[src/rtl/input_vc_arbiter_pkg.sv]
// Shared types and helpers for the input VC arbiter: FSM state encoding,
// default geometry and the VC-to-class mapping.
package input_arb_pkg;

  typedef enum logic [1:0] {
    IDLE = 2'd0,
    REQ  = 2'd1,
    XFER = 2'd2
  } arb_state_e;

  localparam int VC_NUM     = 3;
  localparam int PRIO_NUM   = 2;
  localparam int OUTPUT_NUM = 8;
  localparam int VC_TOTAL   = VC_NUM * PRIO_NUM;
  localparam int VC_W       = $clog2(VC_TOTAL);
  localparam int DEST_W     = OUTPUT_NUM;

  function automatic int vc_class(input int i, input int n);
    return i / n;
  endfunction

endpackage

[src/rtl/rr_arbiter.sv]
// Round-robin arbiter: first asserted request at or after ptr, wrapping.
module rr_arbiter #(
  parameter int N  = 3,
  parameter int PW = (N > 1) ? $clog2(N) : 1
) (
  input  logic [N-1:0]  req,
  input  logic [PW-1:0] ptr,
  output logic [N-1:0]  grant,
  output logic [PW-1:0] idx,
  output logic          any
);

  logic [PW-1:0] pos_s;
  logic          take_s;

  // scan N positions starting at ptr; first hit wins
  always_comb begin
    grant  = '0;
    idx    = '0;
    any    = 1'b0;
    pos_s  = '0;
    take_s = 1'b0;
    for (int k = 0; k < N; k++) begin
      pos_s  = PW'((int'(ptr) + k) % N);
      take_s = !any && req[pos_s];
      idx    = take_s ? pos_s : idx;
      grant  = take_s ? (N'(1) << pos_s) : grant;
      any    = any | take_s;
    end
  end

endmodule

[src/rtl/input_vc_arbiter.sv]
// Per-input-port VC arbiter: strict priority across classes, round-robin within
// a class, held until last flit. Optional request timeout: INPUT_ARB_REQ_TIMEOUT_EN.
module input_vc_arbiter
  import input_arb_pkg::*;
#(
  parameter int vc_num     = VC_NUM,
  parameter int prio_num   = PRIO_NUM,
  parameter int output_num = OUTPUT_NUM
`ifdef INPUT_ARB_REQ_TIMEOUT_EN
  ,
  parameter int TIMEOUT    = 16
`endif
) (
  input  logic                                                  clk,
  input  logic                                                  resetn,
  input  logic [vc_num*prio_num-1:0]                            has_packet,
  input  logic [vc_num*prio_num-1:0]                            credit_ok,
  input  logic [vc_num*prio_num*output_num-1:0]                 dest_i,
  input  logic [vc_num*prio_num*$clog2(vc_num*prio_num)-1:0]    output_vc_i,
  input  logic                                                  cts,
  input  logic                                                  last,
  output logic                                                  req,
  output logic [output_num-1:0]                                 req_dest,
  output logic [$clog2(vc_num*prio_num)-1:0]                    req_out_vc,
  output logic [$clog2(vc_num*prio_num)-1:0]                    selected_vc,
  output logic                                                  busy
);

  localparam int NVC   = vc_num * prio_num;
  localparam int VCW   = $clog2(NVC);
  localparam int PTR_W = (vc_num > 1) ? $clog2(vc_num) : 1;
  localparam int CLS_W = (prio_num > 1) ? $clog2(prio_num) : 1;
  localparam logic [NVC-1:0] CLS_MASK = NVC'((1 << vc_num) - 1);

  arb_state_e                     state_r, state_n;
  logic [prio_num-1:0][PTR_W-1:0] ptr_r;
  logic [NVC-1:0]                 elig_s, cls_grant_s, win_oh_s;
  logic [PTR_W-1:0]               cls_idx_s [prio_num];
  logic [prio_num-1:0]            cls_any_s;
  logic                           win_any_s, load_s, adv_s;
  logic [CLS_W-1:0]               win_cls_s, adv_cls_s;
  logic [PTR_W-1:0]               win_loc_s, adv_loc_s;
  logic [VCW-1:0]                 win_vc_s, win_ovc_s;
  logic [output_num-1:0]          win_dest_s;

  assign elig_s = has_packet & credit_ok;

  for (genvar c = 0; c < prio_num; c++) begin : g_cls
    rr_arbiter #(.N(vc_num), .PW(PTR_W)) u_rr (
      .req   (elig_s[c*vc_num +: vc_num]),
      .ptr   (ptr_r[c]),
      .grant (cls_grant_s[c*vc_num +: vc_num]),
      .idx   (cls_idx_s[c]),
      .any   (cls_any_s[c])
    );
  end

  // highest non-empty class overrides lower ones; one-hot winner muxes payload
  always_comb begin
    win_any_s  = 1'b0;
    win_cls_s  = '0;
    win_loc_s  = '0;
    win_oh_s   = '0;
    win_dest_s = '0;
    win_ovc_s  = '0;
    for (int c = 0; c < prio_num; c++) begin
      win_cls_s = cls_any_s[c] ? CLS_W'(c) : win_cls_s;
      win_loc_s = cls_any_s[c] ? cls_idx_s[c] : win_loc_s;
      win_oh_s  = cls_any_s[c] ? (cls_grant_s & (CLS_MASK << (c * vc_num))) : win_oh_s;
      win_any_s = win_any_s | cls_any_s[c];
    end
    for (int i = 0; i < NVC; i++) begin
      win_dest_s = win_dest_s | (dest_i[i*output_num +: output_num] & {output_num{win_oh_s[i]}});
      win_ovc_s  = win_ovc_s | (output_vc_i[i*VCW +: VCW] & {VCW{win_oh_s[i]}});
    end
    win_vc_s = VCW'(int'(win_cls_s) * vc_num + int'(win_loc_s));
  end

  // class and in-class position of the frozen selection, for pointer advance
  always_comb begin
    adv_cls_s = CLS_W'(vc_class(int'(selected_vc), vc_num));
    adv_loc_s = PTR_W'(int'(selected_vc) - vc_class(int'(selected_vc), vc_num) * vc_num);
  end

`ifdef INPUT_ARB_REQ_TIMEOUT_EN
  localparam int TO_W = $clog2(TIMEOUT + 1);
  logic [TO_W-1:0] to_cnt_r;

  // REQ dwell counter, zero on the first REQ cycle
  always_ff @(posedge clk) begin
    if (!resetn) begin
      to_cnt_r <= '0;
    end else if (state_r != REQ) begin
      to_cnt_r <= '0;
    end else begin
      to_cnt_r <= to_cnt_r + TO_W'(1);
    end
  end
`endif

  // next-state and control decode
  always_comb begin
    state_n = state_r;
    load_s  = 1'b0;
    adv_s   = 1'b0;
    case (state_r)
      IDLE: begin
        if (win_any_s) begin
          state_n = REQ;
          load_s  = 1'b1;
        end else begin
          state_n = IDLE;
        end
      end
      REQ: begin
        if (cts) begin
          adv_s   = 1'b1;
          state_n = last ? IDLE : XFER;
        end else if (!has_packet[selected_vc]) begin
          state_n = IDLE;
`ifdef INPUT_ARB_REQ_TIMEOUT_EN
        end else if (to_cnt_r == TO_W'(TIMEOUT - 1)) begin
          state_n = IDLE;
          adv_s   = 1'b1;
`endif
        end else begin
          state_n = REQ;
        end
      end
      XFER: begin
        if (last) begin
          state_n = IDLE;
        end else begin
          state_n = XFER;
        end
      end
      default: state_n = IDLE;
    endcase
  end

  // state register
  always_ff @(posedge clk) begin
    if (!resetn) begin
      state_r <= IDLE;
    end else begin
      state_r <= state_n;
    end
  end

  // registered outputs, captured selection and per-class pointers
  always_ff @(posedge clk) begin
    if (!resetn) begin
      req         <= 1'b0;
      busy        <= 1'b0;
      selected_vc <= '0;
      req_dest    <= '0;
      req_out_vc  <= '0;
      ptr_r       <= '0;
    end else begin
      req  <= (state_n == REQ);
      busy <= (state_n == XFER);
      if (load_s) begin
        selected_vc <= win_vc_s;
        req_dest    <= win_dest_s;
        req_out_vc  <= win_ovc_s;
      end
      if (adv_s) begin
        ptr_r[adv_cls_s] <= (adv_loc_s == PTR_W'(vc_num - 1)) ? '0 : adv_loc_s + PTR_W'(1);
      end
    end
  end

endmodule

[config.mk]
export PLATFORM = sky130hd
export DESIGN_NAME = input_vc_arbiter
export DESIGN_NICKNAME = d
export VERILOG_FILES = /design/src/rtl/input_vc_arbiter_pkg.sv /design/src/rtl/rr_arbiter.sv /design/src/rtl/input_vc_arbiter.sv
export SDC_FILE = /design/constraint.sdc
export NUM_CORES = 1
export LEC_CHECK = 0
export BUFFER_PORTS_ARGS = -buffer_cell sky130_fd_sc_hd__buf_2
export CAP_MARGIN = 40
export CORE_MARGIN = 2
export CORE_UTILIZATION = 43
export DETAILED_ROUTE_END_ITERATION = 12
export GPL_ROUTABILITY_DRIVEN = 0
export PLACE_DENSITY = 0.84
export SYNTH_ARGS = -nofsm -noshare
export SYNTH_HDL_FRONTEND = slang
export SYNTH_HIERARCHICAL = 1
export SYNTH_SLANG_ARGS = --single-unit
[constraint.sdc]
create_clock -name clk -period 2.4 [get_ports clk]
set_input_delay 0.24 -clock clk [delete_from_list [all_inputs] [get_ports clk]]
set_output_delay 0.24 -clock clk [all_outputs]
set_load 0.02 [all_outputs]
==> results of run 1 <==
[Yosys cell counts (3+ instances only)]
library cell	n
a21oi_1	26
dfxtp_1	22
nor2_1	20
inv_1	17
o21ai_0	15
a22oi_1	14
clkbuf_1	11
ha_1	10
nand2_1	10
a222oi_1	8
and2_1	8
nand2b_1	8
a211oi_1	7
a221oi_1	7
o22a_1	7
o22ai_1	7
nand3_1	6
nor2b_1	5
a31oi_1	4
and3_1	4
buf_2	4
mux2i_1	4
mux2i_4	4
nor3_1	4
o211ai_1	3
o21bai_1	3
[how the worst max path moves through the flow]
stage	from	end	slack (ns)	cells after the start
6_report	ptr_r[3]	req_dest[4]	0.06	10
5_1_grt	ptr_r[3]	req_out_vc[1]	-0.04	10
4_1_cts	ptr_r[3]	req_dest[4]	-0.06	10
3_5_place_dp	ptr_r[3]	req_out_vc[0]	-0.16	9
3_3_place_gp	ptr_r[3]	req_out_vc[0]	-0.12	9
2_1_floorplan	selected_vc[2]	ptr_r[2]	0.01	7
[final cells by class]
cell class	instances	area [um2]	share of cell area, %
multi-input combinational	221	1792	57.17
timing repair buffer	121	669.4	21.36
sequential	22	455.4	14.53
tap	70	87.58	2.794
inverter	18	75.07	2.395
clock buffer	4	55.05	1.756
[through the flow]
step / total power, mW / worst slack [ns] / std cells / hold slack (ns) / util [%]
final: 2.820 / 0.06364 / 456 / 0.1445 / 62.56
after global routing: 3.024 / -0.03865 / 456 / 0.1399 / 62.56
after CTS: 2.616 / -0.05545 / 451 / 0.1449 / 57.84
after detailed placement: 2.319 / -0.1606 / 447 / 0.4267 / 56.07
after global placement: 2.268 / -0.1150 / 447 / 0.4224 / 56.07
after floorplan: 1.790 / 0.01163 / 280 / 0.3185 / -
[power groups by stage]
stage               Clock (mW)  Combinational, mW  Sequential [mW]
detailed placement           0               1.75            0.570
finish                   0.270               1.96            0.587
floorplan                    0               1.10            0.695
CTS                      0.271               1.78            0.565
global route             0.295               2.13            0.601
global placement             0               1.70            0.566
[metal layers]
| layer | global-route usage (%) | wire [um] |
|---|---|---|
| met1 | 35.67 | 3253 |
| met4 | 6.238 | 176 |
| met5 | 0 | 0 |
| met3 | 4.233 | 606 |
| met2 | 38.74 | 3887 |
[flip-flops by register name (all words and copies together) (netlist names)]
name	cells
ptr_r	4
busy	1
req_out_vc	3
selected_vc	3
req_dest	8
state_r	2
req	1
[timing repair]
action | CTS | global route
buffers inserted | 0 | 5
pin swaps | 2 | 16
gates resized for setup | 8 | 49
hold buffers | 0 | 0
endpoints found under the setup margin | 12 | 13
[logic make-up after synthesis]
family	count (synthesis)	synth area share (%)
AO/OA/AOI/OAI	124	40.53
AND/OR/NAND/NOR	78	19.33
buffers and inverters	37	8.130
flip-flops	22	20.01
adder cells (fa/ha/maj)	10	5.685
multiplexers	8	5.913
XOR/XNOR	1	0.3980
[worst reg2reg max path: cells and delay by family (launching register included)]
family	cells	cell delay (ns)
flops	1	0.39
mux	2	0.42
fa+ha+maj	1	0.18
buf+inv	1	0.07
simple gates	2	0.22
compound gates	4	0.96
==> flow_metrics.env, run 1 <==
export IMPL_status="finished clean"
export IMPL_end_kind="flip-flop"
export IMPL_htree_levels=1
export IMPL_synth_top_cells_by_area="dfxtp_1, a21oi_1, ha_1, a22oi_1, mux2i_4"
export IMPL_critPathBufInv=1
export IMPL_cp_data_arrival_time_ns=2.50
export IMPL_p_leak_nw=1.302
export IMPL_grt_use_total_pct=24.85
export IMPL_ir_worst_vdd_mv=0.5822
export IMPL_die_area_mm2=0.005706
export IMPL_power_density_mw_per_mm2=899.9
export IMPL_dp_hpwl_um=5903
export IMPL_whs_endpoint="state_r[1]"
export IMPL_r2r_slack_ns=0.06
export IMPL_cts_buffers=3
export IMPL_slew_violations=0
export IMPL_final_common_cell="buf_2"
export IMPL_clock_sinks=22
export IMPL_root_buffer="clkbuf_8"
export IMPL_p_switching_mw=1.338
export IMPL_die_y_um=75.54
export IMPL_syn_area_mm2=0.002201
export IMPL_clk_latency_ns=0.26
export IMPL_diodes=0
export IMPL_start_util_pct=43.93
export IMPL_cts_tree="done"
export IMPL_cp_slowest_cell="a222oi_1"
export IMPL_drv_cap=0
export IMPL_path_clk_slew_ns=0.08
export IMPL_synth_edf_count=0
export IMPL_final_hold_viol_count=0
export IMPL_power_frac_seq_pct=20.8
export IMPL_syn_inst=280
export IMPL_grt_max_degree=18
export IMPL_synth_top_area_share_pct=20.01
export IMPL_worstHoldStart="last"
export IMPL_die_width_um=75.54
export IMPL_fin_crit_sh_pct=97.35
export IMPL_whs_path_depth=2
export IMPL_max_freq_ghz=0.4280
export IMPL_setup_worst_path_start_class="flip-flop"
export IMPL_antenna_left=0
export IMPL_worstPathRequired_ns=2.56
export IMPL_drive_gt1_share_pct=46.11
export IMPL_worstMarginPinSlew_ns=0.4462
export IMPL_rr_endpoint="req_dest[4]"
export IMPL_grt_pass1_wl_um=11090
export IMPL_coreArea_mm2=0.005010
export IMPL_slowest_delay_ns=0.46
export IMPL_placed_area_mm2=0.002809
export IMPL_path_cells="inv_4, ha_4, mux2i_4, mux2i_4, a311oi_2, o2bb2ai_2, a222oi_1, o22ai_1, nor2_1, nor2_1"
export IMPL_wire_per_inst_um=17.38
export IMPL_areaGrowthSynthToFinish_pct=42.41
export IMPL_viasPerCell=6.059
export IMPL_setup_viol=0
export IMPL_critPathKind="flip-flop to flip-flop"
export IMPL_synthFlopType="dfxtp_1"
export IMPL_vias=2763
export IMPL_crit_path_max_fanout=6
export IMPL_switching_share_pct=47.45
export IMPL_min_period_ns=2.336
export IMPL_ys_seq_area_share_pct=20.01
export IMPL_drcViolationCount=0
export IMPL_max_slew_margin_rel_pct=70.25
export IMPL_reg2reg_depth=10
export IMPL_internal_power_mw=1.482
export IMPL_wl_um=7923
export IMPL_pwr_share_comb_pct=69.6
export IMPL_avgSynthCellArea_um2=7.860
export IMPL_r2r_start="ptr_r[3]"
export IMPL_syn_num_nets=372
export IMPL_row_count=26
export IMPL_first_iter_violations=333
export IMPL_antenna_found_initial=0
export IMPL_synth_distinct_cells=54
export IMPL_cpLargestDelayFamily="compound AO/OA/AOI/OAI gates"
export IMPL_hold_class="input pin to flip-flop"
export IMPL_ys_ff_latch=22
export IMPL_final_cell_mix="buf_2, a21oi_1, buf_4"
export IMPL_fillers=444
export IMPL_fin_worst_skew_ns=0.002846
export IMPL_synth_largest_area_cell="dfxtp_1"
export IMPL_grt_overflow=0
export IMPL_p_clk_share_pct=9.6
export IMPL_final_area_mm2=0.003134
export IMPL_yosys_warnings=6
export IMPL_numPortBuffers=97
export IMPL_first_pass_iters=6
export IMPL_grt_pass1_vias=2314
export IMPL_clockBufferDepth=2
export IMPL_ios=98
export IMPL_async_flop_share_pct=0
export IMPL_nets=479
export IMPL_final_setup_tns_ns=0
Power figures use the tool's default switching activity.
==> run 2, diff against run 1 <==
Settings changed: CORE_UTILIZATION 43 to 44, CTS_BUF_LIST set to sky130_fd_sc_hd__clkbuf_2, PLACE_DENSITY 0.84 to 0.85.
==> flow_metrics.env, run 2 (synthesized netlist as in run 1, its figures left out) <==
export IMPL_numPortBuffers=97
export IMPL_reg_largest_list="req_dest: 8 flops, ptr_r: 4 flops"
export IMPL_setup_viol=0
export IMPL_total_power_mw=2.855
export IMPL_final_cell_mix="buf_2, buf_4, a21oi_1"
export IMPL_die_width_um=74.73
export IMPL_drcViolationCount=0
export IMPL_row_count=25
export IMPL_clock_sinks=22
export IMPL_grt_use_total_pct=26.18
export IMPL_final_common_cell="buf_2"
export IMPL_slew_violations=0
export IMPL_grt_max_degree=18
export IMPL_min_period_ns=2.369
export IMPL_setup_worst_path_start_class="flip-flop"
export IMPL_largest_reg_flops=8
export IMPL_antenna_found_initial=0
export IMPL_antenna_left=0
export IMPL_root_buffer="clkbuf_2"
export IMPL_nets=486
export IMPL_vias=2816
export IMPL_areaGrowthSynthToFinish_pct=41.84
export IMPL_fin_worst_skew_ns=0.02183
export IMPL_drv_cap=0
export IMPL_final_hold_viol_count=0
export IMPL_grt_overflow=0
export IMPL_hold_class="input pin to flip-flop"
export IMPL_crit_path_max_fanout=11
export IMPL_first_pass_iters=6
export IMPL_wire_per_inst_um=17.70
export IMPL_cp_data_arrival_time_ns=2.69
export IMPL_ios=98
export IMPL_wl_um=8141
export IMPL_p_clk_share_pct=9.4
export IMPL_rsz0062_at_grt="true"
export IMPL_die_y_um=74.73
export IMPL_placed_area_mm2=0.002858
export IMPL_clk_latency_ns=0.36
export IMPL_power_density_mw_per_mm2=914.5
export IMPL_dp_hpwl_um=6006
export IMPL_htree_levels=1
export IMPL_worstPathRequired_ns=2.72
export IMPL_worstMarginPinSlew_ns=0.4935
export IMPL_max_slew_margin_rel_pct=66.85
export IMPL_clockBufferDepth=2
export IMPL_pwr_share_comb_pct=70.5
export IMPL_path_clk_slew_ns=0.24
export IMPL_internal_power_mw=1.494
export IMPL_coreArea_mm2=0.004786
export IMPL_switching_share_pct=47.68
export IMPL_cts_tree="done"
export IMPL_p_leak_nw=1.329
export IMPL_slowest_delay_ns=0.43
export IMPL_cts_buffers=3
export IMPL_grt_pass1_wl_um=11410
export IMPL_drive_gt1_share_pct=45.29
export IMPL_largest_register="req_dest"
export IMPL_die_area_mm2=0.005584
export IMPL_cpMostUsedCell="nor2_1"
export IMPL_end_kind="flip-flop"
export IMPL_fin_crit_sh_pct=98.72
export IMPL_critPathKind="flip-flop to flip-flop"
export IMPL_cp_slowest_cell="ha_2"
export IMPL_max_freq_ghz=0.4221
export IMPL_final_area_mm2=0.003122
export IMPL_diodes=0
export IMPL_start_util_pct=45.99
export IMPL_first_iter_violations=372
export IMPL_viasPerCell=6.122
export IMPL_p_switching_mw=1.361
export IMPL_grt_pass1_vias=2389
export IMPL_ir_worst_vdd_mv=0.6690
export IMPL_status="finished clean"
export IMPL_path_cells="buf_12, ha_2, nor2_1, o32a_1, a21oi_1, buf_4, a222oi_1, o22ai_1, nor2_1, nor2_1"
export IMPL_power_frac_seq_pct=20.2
[run 2: final timing paths]
check                               startpoint             end  slack (ns)  cells past startpoint
worst max-delay path                  ptr_r[3]   req_out_vc[1]        0.03                     10
worst min-delay path                      last            busy        0.02                      2
worst max register to register        ptr_r[3]   req_out_vc[1]        0.03                     10
worst min register to register  selected_vc[1]  selected_vc[1]        0.51                      2
[run 2: power by group through the flow]
stage	registers [mW]	clock network [mW]	logic (mW)
2_1_floorplan	0.695	0	1.10
3_3_place_gp	0.570	0	1.74
3_5_place_dp	0.568	0	1.79
4_1_cts	0.564	0.269	1.82
5_1_grt	0.589	0.285	2.16
6_report	0.575	0.267	2.01
[run 2: timing repair]
action                                  CTS  global route
resized for setup                         9            31
endpoints found under the setup margin   12            14
gates cloned                              0             0
pin swaps                                 0            15
hold endpoints to repair                  0             0
hold buffers                              0             0
setup buffers                             0             5
[run 2: area by class of cell]
type,instances,area (um2)
Clock buffer,3,15.01
Clock inverter,1,30.03
Fill cell,399,1664
Inverter,18,67.56
Multi-Input combinational cell,221,1745
Sequential cell,22,449.2
Tap cell,67,83.83
Timing Repair Buffer,128,730.7
[run 2: worst max-delay path, delay by kind of cell, from the launching register on]
kind	cells	cell delay (ns)
AO/OA/AOI/OAI	4	0.94
adder cells (fa/ha/maj)	1	0.43
flip-flops	1	0.38
buffers and inverters	2	0.33
AND/OR/NAND/NOR	3	0.27
[run 2: through the flow]
stage | setup TNS (ns) | setup slack, ns | hold WS (ns) | util [%] | instances
detailed placement | -1.268 | -0.1565 | 0.4262 | 59.71 | 451
floorplan | 0 | 0.01163 | 0.3185 | - | 280
CTS | -0.03756 | -0.01745 | 0.03072 | 61.54 | 455
global placement | -0.6209 | -0.1093 | 0.4206 | 59.71 | 451
global route | -0.3871 | -0.1056 | 0.01956 | 65.23 | 460
finish | 0 | 0.03077 | 0.02282 | 65.23 | 460
[run 2: per-layer routing]
metal  vias to the layer above  wire (um)  part of all wire (%)  global-route usage, %
met1                      1331       3348                    41                  37.81
met5                         -          0                     0                      0
li1                       1318          -                     -                      -
met2                       151       4057                    50                  42.18
met3                        16        629                   7.7                  3.614
met4                         0        105                   1.3                  4.762
==> run 3, diff against run 2 <==
Settings changed: CORE_ASPECT_RATIO set to 1.4, CORE_MARGIN 2 to not set.
==> flow_metrics.env, run 3 (synthesized netlist as in run 1, its figures left out) <==
export IMPL_final_util_pct=65.50
export IMPL_violations="setup timing"
export IMPL_final_area_mm2=0.003172
export IMPL_clockBufferDepth=2
export IMPL_status="complete, but fails checks"
export IMPL_largest_reg_flops=8
export IMPL_htree_levels=1
export IMPL_final_cell_mix="buf_2, buf_4, a21oi_1"
export IMPL_die_y_um=85.68
export IMPL_ir_worst_vdd_mv=0.6753
export IMPL_cts_buffers=3
export IMPL_dp_cells=445
export IMPL_cts_tree="done"
export IMPL_wl_um=7569
export IMPL_coreArea_mm2=0.004842
export IMPL_dp_hpwl_um=5570
export IMPL_fin_crit_sh_pct=100.4
export IMPL_drive_gt1_share_pct=47.46
export IMPL_ios=98
export IMPL_drv_cap=0
export IMPL_grt_max_degree=18
export IMPL_first_iter_violations=330
export IMPL_placed_area_mm2=0.002831
export IMPL_grt_pass1_vias=2387
export IMPL_layoutNonFillerInstCount=458
export IMPL_power_density_mw_per_mm2=907.1
export IMPL_grt_overflow=0
export IMPL_clk_latency_ns=0.34
export IMPL_antenna_found_initial=0
export IMPL_worstPathRequired_ns=2.67
export IMPL_numPortBuffers=97
export IMPL_viasPerCell=5.921
export IMPL_wire_per_inst_um=16.53
export IMPL_end_kind="flip-flop"
export IMPL_critPathKind="flip-flop to flip-flop"
export IMPL_die_area_mm2=0.005293
export IMPL_fillers=382
export IMPL_slew_violations=0
export IMPL_crit_path_max_fanout=6
export IMPL_clock_sinks=22
export IMPL_die_width_um=61.78
export IMPL_max_freq_ghz=0.4150
export IMPL_worst_slack_ns=-0.009677
export IMPL_areaGrowthSynthToFinish_pct=44.12
export IMPL_setup_viol=1
export IMPL_total_power_mw=2.877
export IMPL_reg_largest_list="req_dest: 8 flops, ptr_r: 4 flops"
export IMPL_root_buffer="clkbuf_2"
export IMPL_nets=487
export IMPL_p_leak_nw=1.345
export IMPL_grt_use_total_pct=26.68
export IMPL_first_pass_iters=5
export IMPL_row_count=30
export IMPL_vias=2712
export IMPL_ctsHoldBuffers=0
export IMPL_path_clk_slew_ns=0.23
export IMPL_grt_pass1_wl_um=10860
export IMPL_cp_data_arrival_time_ns=2.68
export IMPL_diodes=0
export IMPL_largest_register="req_dest"
export IMPL_hold_slack_ns=0.03169
export IMPL_max_slew_margin_rel_pct=72.35
export IMPL_hold_class="input pin to flip-flop"
export IMPL_final_common_cell="buf_2"
export IMPL_final_hold_viol_count=0
export IMPL_setup_worst_path_start_class="flip-flop"
export IMPL_min_period_ns=2.410
export IMPL_fin_worst_skew_ns=0.003322
export IMPL_antenna_left=0
export IMPL_worstMarginPinSlew_ns=0.4116
export IMPL_drcViolationCount=0
export IMPL_start_util_pct=45.45
## run 3: cell types whose count changed in the layout (fill, tap and decap cells not counted), moves of 2 or more
cell | before | now
dfxtp_2 | 4 | 1
a221oi_1 | 4 | 2
a221oi_2 | 4 | 6
a211oi_1 | 7 | 3
buf_4 | 30 | 32
dfxtp_4 | 1 | 3
a211oi_2 | 0 | 4
## run 3: timing repair
action / in CTS / in global routing
endpoints found under the setup margin: 12 / 15
pin swaps: 0 / 17
buffers inserted: 0 / 9
resized for setup: 11 / 42
## run 3: path summary, 6_finish.rpt
| kind | startpoint | end | slack, ns | cells past startpoint |
|---|---|---|---|---|
| setup / recovery | ptr_r[1] | req_dest[1] | -0.01 | 10 |
| hold / removal | last | state_r[1] | 0.03 | 2 |
| setup reg to reg | ptr_r[1] | req_dest[1] | -0.01 | 10 |
| hold reg to reg | selected_vc[1] | selected_vc[1] | 0.51 | 2 |
## run 3: final cells by class
class / instances / area (um2) / share of cell area, %
inverters: 18 / 70.07 / 2.209
clock buffers: 3 / 15.01 / 0.4734
repair buffers: 129 / 725.7 / 22.88
flip-flops and latches: 22 / 452.9 / 14.28
well taps: 64 / 80.08 / 2.525
clock inverters: 1 / 30.03 / 0.9467
multi-input cells: 221 / 1798 / 56.69
## run 3: metal layers
layer | share of wire, % | up-vias | GRT usage (%)
li1 | - | 1311 | -
met1 | 43 | 1277 | 36.33
met2 | 51 | 111 | 43.11
met3 | 4.7 | 13 | 2.866
met4 | 1.2 | 0 | 8.485
met5 | 0 | - | 0
## run 3: per-stage QoR
step                 TNS (ns)  setup slack (ns)
finish              -0.009677         -0.009677
global route          -0.2826          -0.07327
CTS                 -0.009236         -0.009236
detailed placement     -1.506           -0.1927
global placement      -0.3675          -0.08539
floorplan                   0           0.01163
## run 3: power breakdown
group,internal [mW],switching (mW)
combinational,0.882,1.15
sequential,0.495,0.0832
clock,0.144,0.124
total,1.52,1.36
## run 3: critical path, stage by stage (launching register included)
cell and delay, ns:
dfxtp_4 0.41, inv_1 0.08, ha_2 0.23, mux2i_4 0.32, mux2i_4 0.11, a311oi_2 0.27
o2bb2ai_4 0.16, a222oi_1 0.36, o22ai_1 0.15, nor2_1 0.18, nor2_1 0.07
